`config.mk`:
```
export PLATFORM = sky130hd
export DESIGN_NAME = doppler_tx_burst
export DESIGN_NICKNAME = d
export VERILOG_FILES = /design/src/rtl/doppler_tx_burst_pkg.sv /design/src/rtl/doppler_tx_burst_carrier.sv /design/src/rtl/doppler_tx_burst.sv
export SDC_FILE = /design/constraint.sdc
export NUM_CORES = 1
export LEC_CHECK = 0
export BUFFER_PORTS_ARGS = -buffer_cell sky130_fd_sc_hd__buf_2
export CAP_MARGIN = 30
export CELL_PAD_IN_SITES_DETAIL_PLACEMENT = 0
export CELL_PAD_IN_SITES_GLOBAL_PLACEMENT = 2
export CORE_UTILIZATION = 38
export CTS_BUF_LIST = sky130_fd_sc_hd__clkbuf_16
export CTS_CLUSTER_SIZE = 12
export DETAILED_ROUTE_END_ITERATION = 6
export GPL_TIMING_DRIVEN = 0
export PLACE_DENSITY_LB_ADDON = 0.1
export SYNTH_ARGS = -nofsm -noshare
export SYNTH_HDL_FRONTEND = slang
export SYNTH_HIERARCHICAL = 1
export SYNTH_SLANG_ARGS = --single-unit
```
`constraint.sdc`:
```
create_clock -name DEMODCLK -period 11.18 [get_ports DEMODCLK]
set_input_delay 1.118 -clock DEMODCLK [delete_from_list [all_inputs] [get_ports DEMODCLK]]
set_output_delay 1.118 -clock DEMODCLK [all_outputs]
set_load 0.05 [all_outputs]
```
`src/rtl/doppler_tx_burst_pkg.sv`:
```
// Shared definitions for the Doppler transmit burst sequencer.
// State encoding, carrier geometry and period helpers.
package doppler_tx_burst_pkg;

    localparam int CARRIER_LOG2   = 3;
    localparam int CARRIER_PERIOD = 1 << CARRIER_LOG2;
    // Clocks from ENABLE sampled in IDLE to the first burst clock.
    localparam int DELAY          = 1;

    typedef enum logic [1:0] {
        IDLE    = 2'd0,
        TX      = 2'd1,
        LISTEN  = 2'd2,
        HOLDOFF = 2'd3
    } state_t;

    typedef struct packed {
        logic [7:0]  cycles;
        logic [15:0] prf;
        logic [15:0] gdly;
        logic [15:0] glen;
    } shadow_t;

    // Burst length in clocks: max(cycles,1) carrier periods.
    function automatic logic [15:0] burst_len(shadow_t s);
        logic [15:0] n;
        n = {8'd0, s.cycles};
        if (n == 16'd0) n = 16'd1;
        return n * 16'(CARRIER_PERIOD);
    endfunction

    // Period never shorter than burst plus one quiet clock.
    function automatic logic [15:0] eff_period(shadow_t s);
        logic [15:0] b;
        b = burst_len(s);
        return (s.prf > b) ? s.prf : b + 16'd1;
    endfunction

    // End of receive gate, one bit wider so it cannot wrap.
    function automatic logic [16:0] gate_end(shadow_t s);
        return {1'b0, s.gdly} + {1'b0, s.glen};
    endfunction

endpackage

```
`src/rtl/doppler_tx_burst_carrier.sv`:
```
// Carrier generator: registered push-pull drive from the
// 3-bit period phase; both legs low when not enabled.
module burst_carrier
    import doppler_tx_burst_pkg::*;
(
    input  logic                    DEMODCLK,
    input  logic                    RESET,
    input  logic                    phase_en,
    input  logic [CARRIER_LOG2-1:0] phase,
    output logic                    TXP,
    output logic                    TXN
);

    // First half of each carrier period drives TXP, second TXN.
    always_ff @(posedge DEMODCLK or posedge RESET) begin
        if (RESET) begin
            TXP <= 1'b0;
            TXN <= 1'b0;
        end else begin
            TXP <= phase_en & ~phase[CARRIER_LOG2-1];
            TXN <= phase_en &  phase[CARRIER_LOG2-1];
        end
    end

endmodule

```
`src/rtl/doppler_tx_burst.sv`:
```
// Doppler transmit burst sequencer: burst, receive gate and
// pulse repetition timing with registered outputs.
module doppler_tx_burst
    import doppler_tx_burst_pkg::*;
(
    input  logic        DEMODCLK,
    input  logic        RESET,
    input  logic        ENABLE,
    input  logic [7:0]  BURSTCYCLES,
    input  logic [15:0] PRFPERIOD,
    input  logic [15:0] GATEDELAY,
    input  logic [15:0] GATELENGTH,
    output logic        TXP,
    output logic        TXN,
    output logic        DEMODEN,
    output logic        BURSTSTART,
    output logic        BUSY,
    output logic [15:0] PULSECOUNT
);

    state_t      state_q, state_d;
    logic [15:0] pc_q, pc_d;
    shadow_t     sh_q, sh_d;
    logic        start;
    logic        dem_d;
    logic        busy_d;

    logic [15:0] b_len;
    logic [15:0] p_len;
    logic [16:0] g_end;
    logic        last;

    logic [15:0] p_len_d;
    logic [16:0] g_end_d;

    assign b_len = burst_len(sh_q);
    assign p_len = eff_period(sh_q);
    assign g_end = gate_end(sh_q);
    assign last  = (pc_q == p_len - 16'd1);

    // State, period counter and shadow configuration.
    always_ff @(posedge DEMODCLK or posedge RESET) begin
        if (RESET) begin
            state_q <= IDLE;
            pc_q    <= 16'd0;
            sh_q    <= '0;
        end else begin
            state_q <= state_d;
            pc_q    <= pc_d;
            sh_q    <= sh_d;
        end
    end

    // Next state; ENABLE only matters in IDLE and at period end.
    always_comb begin
        state_d = state_q;
        pc_d    = pc_q + 16'd1;
        sh_d    = sh_q;
        start   = 1'b0;
        unique case (state_q)
            IDLE: begin
                pc_d  = 16'd0;
                start = ENABLE;
            end
            TX: begin
                if (pc_q == b_len - 16'd1) state_d = LISTEN;
            end
            LISTEN: begin
                if (last) begin
                    start = ENABLE;
                    if (!ENABLE) begin
                        state_d = IDLE;
                        pc_d    = 16'd0;
                    end
                end else if ({1'b0, pc_q} >= g_end ||
                             pc_q >= p_len - 16'd2) begin
                    state_d = HOLDOFF;
                end
            end
            HOLDOFF: begin
                if (last) begin
                    start = ENABLE;
                    if (!ENABLE) begin
                        state_d = IDLE;
                        pc_d    = 16'd0;
                    end
                end
            end
        endcase
        if (start) begin
            state_d = TX;
            pc_d    = 16'd0;
            sh_d    = '{BURSTCYCLES, PRFPERIOD,
                        GATEDELAY, GATELENGTH};
        end
    end

    assign p_len_d = eff_period(sh_d);
    assign g_end_d = gate_end(sh_d);

    // Output decode from the upcoming state so outputs align with PC.
    always_comb begin
        busy_d = (state_d != IDLE);
        dem_d  = busy_d &&
                 (sh_d.glen != 16'd0) &&
                 (pc_d >= sh_d.gdly) &&
                 ({1'b0, pc_d} < g_end_d) &&
                 (pc_d < p_len_d - 16'd1);
    end

    // Registered status outputs and burst counter.
    always_ff @(posedge DEMODCLK or posedge RESET) begin
        if (RESET) begin
            DEMODEN    <= 1'b0;
            BURSTSTART <= 1'b0;
            BUSY       <= 1'b0;
            PULSECOUNT <= 16'd0;
        end else begin
            DEMODEN    <= dem_d;
            BURSTSTART <= start;
            BUSY       <= busy_d;
            PULSECOUNT <= PULSECOUNT + {15'd0, start};
        end
    end

    burst_carrier u_carrier (
        .DEMODCLK (DEMODCLK),
        .RESET    (RESET),
        .phase_en (state_d == TX),
        .phase    (pc_d[CARRIER_LOG2-1:0]),
        .TXP      (TXP),
        .TXN      (TXN)
    );

endmodule

```
# == Word level (Yosys, flattened, before mapping) ==
# Cells that the tools add are included.
# Widths: inputs -> output; s select.
# totals
mem_bits_rw,0
mem_count,0
rom_bits,0
output_inout_bits,21
latch_bits,0
register_bits,95
in_bits,59
word_cells,67
# classes
eq_ne,6
n_lt_le_gt_ge,7
muxes,18
add_sub_neg,10
bitwise_logic,3
reduce_logical,11
n_shift,0
n_div,0
multipliers,0
# op_table
operator,n
$mux 16,5
$mux 56,1
$add 16x1->16 const B,3
$sub 16x1->16 const B,3
$add 16x16->17,2
$eq 16x16->1,2
$ge 16x16->1,2
$gt 16x16->1,2
$pmux 16 s2,1
$ge 16x17->1,1
$lt 16x17->1,1
$add 16x1->16,1
$logic_not 8->1,2
$lt 16x16->1,1
$mux 8,2
$reduce_bool 16->1,1
$sub 16x2->16 const B,1
$mux 2,6
$pmux 2 s3,1
$eq 2x1->1 const B,2
$eq 2x2->1 const B,2
$logic_and 1x1->1,4
$and 1x1->1,2
$logic_not 2->1,1
other kinds (6),6

# == Depth between registers and ports, before layout ==
# depth
depth_word,16
mapped_depth,60

# == By module ==
# Netlist, hierarchy kept.
# by_module_without_submodules
module,cells_per_inst,seq_area_each_um2,n_inst,area_each_um2
doppler_tx_burst,1092,2327.2,1,9614.2
burst_carrier,5,50.0,1,70.1

# == Worst setup path after synthesis ==
# Ideal clock, no wire load.
# synth_timing
path_kind,reg2reg
start,register sh_q[50] (netlist name)
end,register DEMODEN
synth_period_minus_slack_ns,10.040
arrival_ns,9.958
slack_ns,1.140
t_required_ns,11.098
path_stages_with_launch,57
path_buffers,9
cell_sequence,dfrtp_1 -> clkbuf_1 -> nor4_1 -> and2_1 -> a21oi_1 -> inv_1 -> ha_1 -> nand4bb_1 -> nor3_2 -> o21a_4 -> o21ai_4 -> buf_6 -> clkbuf_1 -> nand2_1 -> ha_1 -> nand2b_1 -> or3_1 -> or4_1 -> [21 not listed] -> buf_2 -> nor2_1 -> ha_1 -> buf_2 -> nand2_1 -> and3b_1 -> o31a_1 -> ha_1 -> a21oi_1 -> nor2b_1 -> o21ai_0 -> nand2b_1 -> a21oi_1 -> nor2b_1 -> o21ai_0 -> and3_1 -> o2111ai_1 -> a31oi_1
# synth_between
elab_chain_len,16
word_cells_on_any_way,40
cone_classes,7 x add/sub; 6 x order compare; 2 x eq/ne; 16 x mux; 9 x reduce/logical
# synth_rtl
element,line,text
start: declaration,doppler_tx_burst.sv:23,"shadow_t sh_q, sh_d;"
start signal: assignment,doppler_tx_burst.sv:46,sh_q <= '0;
start signal: assignment,doppler_tx_burst.sv:50,sh_q <= sh_d;
$logic_not 8->1,doppler_tx_burst_pkg.sv:28,if (n == 16'd0) n = 16'd1;
$mux 8,doppler_tx_burst_pkg.sv:28,
$add 16x1->16 / $gt 16x16->1 (equally long branches),doppler_tx_burst_pkg.sv:36,return (s.prf > b) ? s.prf : b + 16'd1;
$mux 16,doppler_tx_burst_pkg.sv:36,
$sub 16x1->16 / $sub 16x2->16 (equally long branches),"doppler_tx_burst.sv:39, doppler_tx_burst.sv:76",
$eq 16x16->1 / $ge 16x16->1 (equally long branches),"doppler_tx_burst.sv:39, doppler_tx_burst.sv:76",
$mux 1 / $logic_or 1x1->1 (equally long branches),"doppler_tx_burst.sv:69, doppler_tx_burst.sv:81, doppler_tx_burst.sv:75",
$pmux 1 s2 / $mux 2 (equally long branches),"doppler_tx_burst.sv:60, doppler_tx_burst.sv:75",
$mux 56 / $mux 2 (equally long branches),"doppler_tx_burst.sv:90, doppler_tx_burst.sv:69",
$logic_not 8->1 / $pmux 2 s3 (equally long branches),"doppler_tx_burst_pkg.sv:28, doppler_tx_burst.sv:60",
$mux 8 / $mux 2 (equally long branches),"doppler_tx_burst_pkg.sv:28, doppler_tx_burst.sv:90",
"$add 16x1->16, or another cell as far along",doppler_tx_burst_pkg.sv:36,
$mux 16 / $logic_and 1x1->1 (equally long branches),"doppler_tx_burst_pkg.sv:36, doppler_tx_burst.sv:104",
$sub 16x1->16 / $logic_and 1x1->1 (equally long branches),"doppler_tx_burst.sv:108, doppler_tx_burst.sv:105",
$lt 16x16->1 / $logic_and 1x1->1 (equally long branches),"doppler_tx_burst.sv:108, doppler_tx_burst.sv:106",
$logic_and 1x1->1 *,doppler_tx_burst.sv:107,"({1'b0, pc_d} < g_end_d) &&"
named net dem_d,doppler_tx_burst.sv:25,logic dem_d;
end signal: assignment,doppler_tx_burst.sv:119,DEMODEN <= dem_d;
end: declaration,doppler_tx_burst.sv:15,"output logic DEMODEN,"
# The timed path passes the listed nets; every way through them passes the cells marked *.

==> impl_metrics.yaml <==
die:
  io_pins: 80
  fp.dieArea_sq_um: 26100
  fp.dieH_um: 162
  floorplan.die.width_um: 162
  rows: 58
  floorplan.initialDensity: 0.386
  core_area_sq_um: 25100
finish:
  layout-area-overhead-vs-synth_pct: 15.8
  post_route_cells_drive_above_1_share: 0.183
  most_common_cell_after_layout_fill_and_taps_aside: "sky130_fd_sc_hd__ha_1"
  fin_cells: 1536
  insertedDiodeCount: 0
  most_used_cells_in_the_layout_excluding_fill_and_tap_cells: "sky130_fd_sc_hd__ha_1 (131), sky130_fd_sc_hd__dfrtp_1 (91), sky130_fd_sc_hd__buf_2 (81)"
  num-nets-final: 1395
detailed_routing:
  routed_wire_length_per_instance_um: 21.1
  num_vias: 8450
  antenna_violating_nets_post_route: 0
  vias_per_cell: 5.50
  detail_route.wirelength_um: 32400
  detail_route.iter0.violations: 379
  remaining_drc_errors: 0
  first_pass_iteration_count_of_the_detailed_router: 5
clocking:
  cts_inserted_buffers: 9
  clk_transition_reported_paths_ps: 90
  ctsHtreeMaxLevel: 3
  tritoncts: "yes"
  clock_tree.root_cell: "sky130_fd_sc_hd__clkbuf_16"
  clkSinkCount: 95
  clk-insertion-delay-late_ps: 370
  cts-root-to-sink-buffers: 2
timing:
  worst_clock_skew_on_the_final_layout_ps: 16.0
  final.hold.worst_slack_ps: 478
  final-setup-viol-count: 0
  fmax_mhz: 93.1
  relSlewSlack: 0.433
  worstMarginPinSlew_ps: 842
  slew_viol_final: 0
  timing_hold_violations_final: 0
  finalCriticalPeriod_ps: 10740
  final_min_period_over_clock_period: 0.960
yosys:
  mean_syn_cell_area_sq_um: 8.83
  synth-edff-count: 0
  synth_top_area_share: 0.245
  top_flip_flop_cell_by_instance_count_after_synthesis: "sky130_fd_sc_hd__dfrtp_1"
  synth.area.top_cells: "sky130_fd_sc_hd__dfrtp_1 (25%), sky130_fd_sc_hd__ha_1 (17%), sky130_fd_sc_hd__xnor2_1 (6.9%)"
  ys_warn_count: 6
  synth_area_sq_um: 9680
  syn_nets: 1291
  synth_seq_cells: 95
  synth_seq_area_share: 0.245
  async_reset_ff_frac: 1.00
  synth.lib_cells_used.distinct: 82
  netlist_instances: 1097
  leading_area_contributor_after_synthesis: "sky130_fd_sc_hd__dfrtp_1"
power:
  power_density_nw_per_um2: 338
  vdd_ir_drop_max_v: 0.000166
  intPower_w: 0.00182
  power.leakage_nw: 5.18
  p_sw_w: 0.00197
  power.share.switching: 0.519
  seq_power_share: 0.171
  comb_power_share: 0.742
  clock_power_share: 0.087
setup_path:
  worstSetupEndpointType: "flop"
  criticalPathCategory: "reg -> reg"
  required_ps: 11450
  start_kind: "flop"
  cp_max_fo: 10
  slowest_stage: "sky130_fd_sc_hd__a2111o_1"
  data_arrival_time_at_the_worst_slack_endpoint_ps: 11010
  critical_path_buf_inv_count: 10
  critical-path-max-stage-delay_ps: 460
  cpLargestDelayFamily: "compound AO/OA/AOI/OAI gates"
placement:
  numPlacedInstances: 1507
  buffer_ports.inserted: 79
  globalplace.congestion: 0.908
  dp.final_hpwl_um: 26300
grt:
  maximum_number_of_pins_on_one_net_before_global_route_repair: 51
  grt_pass1_vias: 8582
  global_route.usage.total: 0.256
  global_route_wire_length_before_repair_um: 50200
  antenna_found_initial: 0
  grt-ovfl-total: 0
min_path:
  min_path_type: "reg -> reg"
outcome:
  outcome: "completed"
run:
  maxCapViolations: 0
==> per-stage QoR <==
stage	cell area, sq um	worst slack (ps)	total power (W)	TNS (ps)	util
after detailed placement	10500	-2210	0.00333	-2210	0.419
after global routing	11200	-33.8	0.00415	-33.8	0.447
final	11200	444	0.00379	0	0.447
after floorplan	9680	1140	0.00259	0	-
after global placement	10500	-2340	0.00333	-2340	0.418
after CTS	11000	7.75	0.00374	0	0.439
==> layer usage <==
metal | up-vias | GRT usage | routed length [um]
met2 | 156 | 0.431 | 15600
met5 | - | 0 | 0
met4 | 0 | 0.0999 | 981
met1 | 4059 | 0.334 | 14800
met3 | 46 | 0.0288 | 999
li1 | 4189 | - | -
==> cells in the mapped netlist (30+ instances only) <==
| cell type | number |
|---|---|
| sky130_fd_sc_hd__ha_1 | 133 |
| sky130_fd_sc_hd__dfrtp_1 | 95 |
| sky130_fd_sc_hd__inv_1 | 77 |
| sky130_fd_sc_hd__xnor2_1 | 76 |
| sky130_fd_sc_hd__nor2_1 | 74 |
| sky130_fd_sc_hd__a21oi_1 | 67 |
| sky130_fd_sc_hd__nand2_1 | 56 |
| sky130_fd_sc_hd__nand3_1 | 37 |
| sky130_fd_sc_hd__mux2i_1 | 36 |
| sky130_fd_sc_hd__o21ai_0 | 33 |
| sky130_fd_sc_hd__xor2_1 | 32 |
| sky130_fd_sc_hd__mux2_2 | 30 |
==> power by group through the flow <==
stage	clock, W	combinational (W)	sequential, W
2_1_floorplan	0	0.00199	0.000602
3_3_place_gp	0	0.00269	0.000633
3_5_place_dp	0	0.00270	0.000636
4_1_cts	0.000339	0.00275	0.000645
5_1_grt	0.000352	0.00314	0.000665
6_report	0.000330	0.00281	0.000650
==> flip-flops by register name, indices dropped and copies added (netlist names) <==
register and flops:
BURSTSTART 1, BUSY 1, DEMODEN 1, PULSECOUNT 16, pc_q 16, sh_q 56
state_q 2, u_carrier/TXN 1, u_carrier/TXP 1
==> cell type report <==
class | count | area, sq um
buffer | 36 | 279
clock buffer | 9 | 225
clock inverter | 7 | 86.3
fill | 2564 | 13900
inverter | 79 | 299
multi-input combinational | 884 | 6990
sequential | 95 | 2380
tap | 330 | 413
timing repair buffer | 96 | 543
==> kinds of logic (layout without fill, tap and decap cells) <==
| family | count (synthesis) | after routing | synth area share |
|---|---|---|---|
| buf+inv | 118 | 227 | 0.0512 |
| mux | 73 | 73 | 0.0823 |
| compound gates | 235 | 235 | 0.163 |
| flops | 95 | 95 | 0.245 |
| fa+ha+maj | 135 | 135 | 0.176 |
| xor+xnor | 109 | 109 | 0.100 |
| simple gates | 332 | 332 | 0.182 |
==> what timing repair did <==
item	CTS	global route
endpoints found under the setup margin	1	1
hold endpoints to repair	0	0
buffers inserted	12	4
pin swaps	4	8
hold buffers	0	0
gates resized for setup	34	40
==> final timing paths <==
path / endpoint / startpoint / slack, ps / depth (start not counted)
worst max register to register: DEMODEN / sh_q[50] / 440 / 52
min in group asynchronous: u_carrier/TXN / RESET / 630 / 2
max in group asynchronous: sh_q[55] / RESET / 9600 / 3
worst min-delay path: PULSECOUNT[15] / PULSECOUNT[15] / 480 / 1
worst max-delay path: DEMODEN / sh_q[50] / 440 / 52
worst min register to register: PULSECOUNT[15] / PULSECOUNT[15] / 480 / 1
Power figures use the tool's default switching activity.
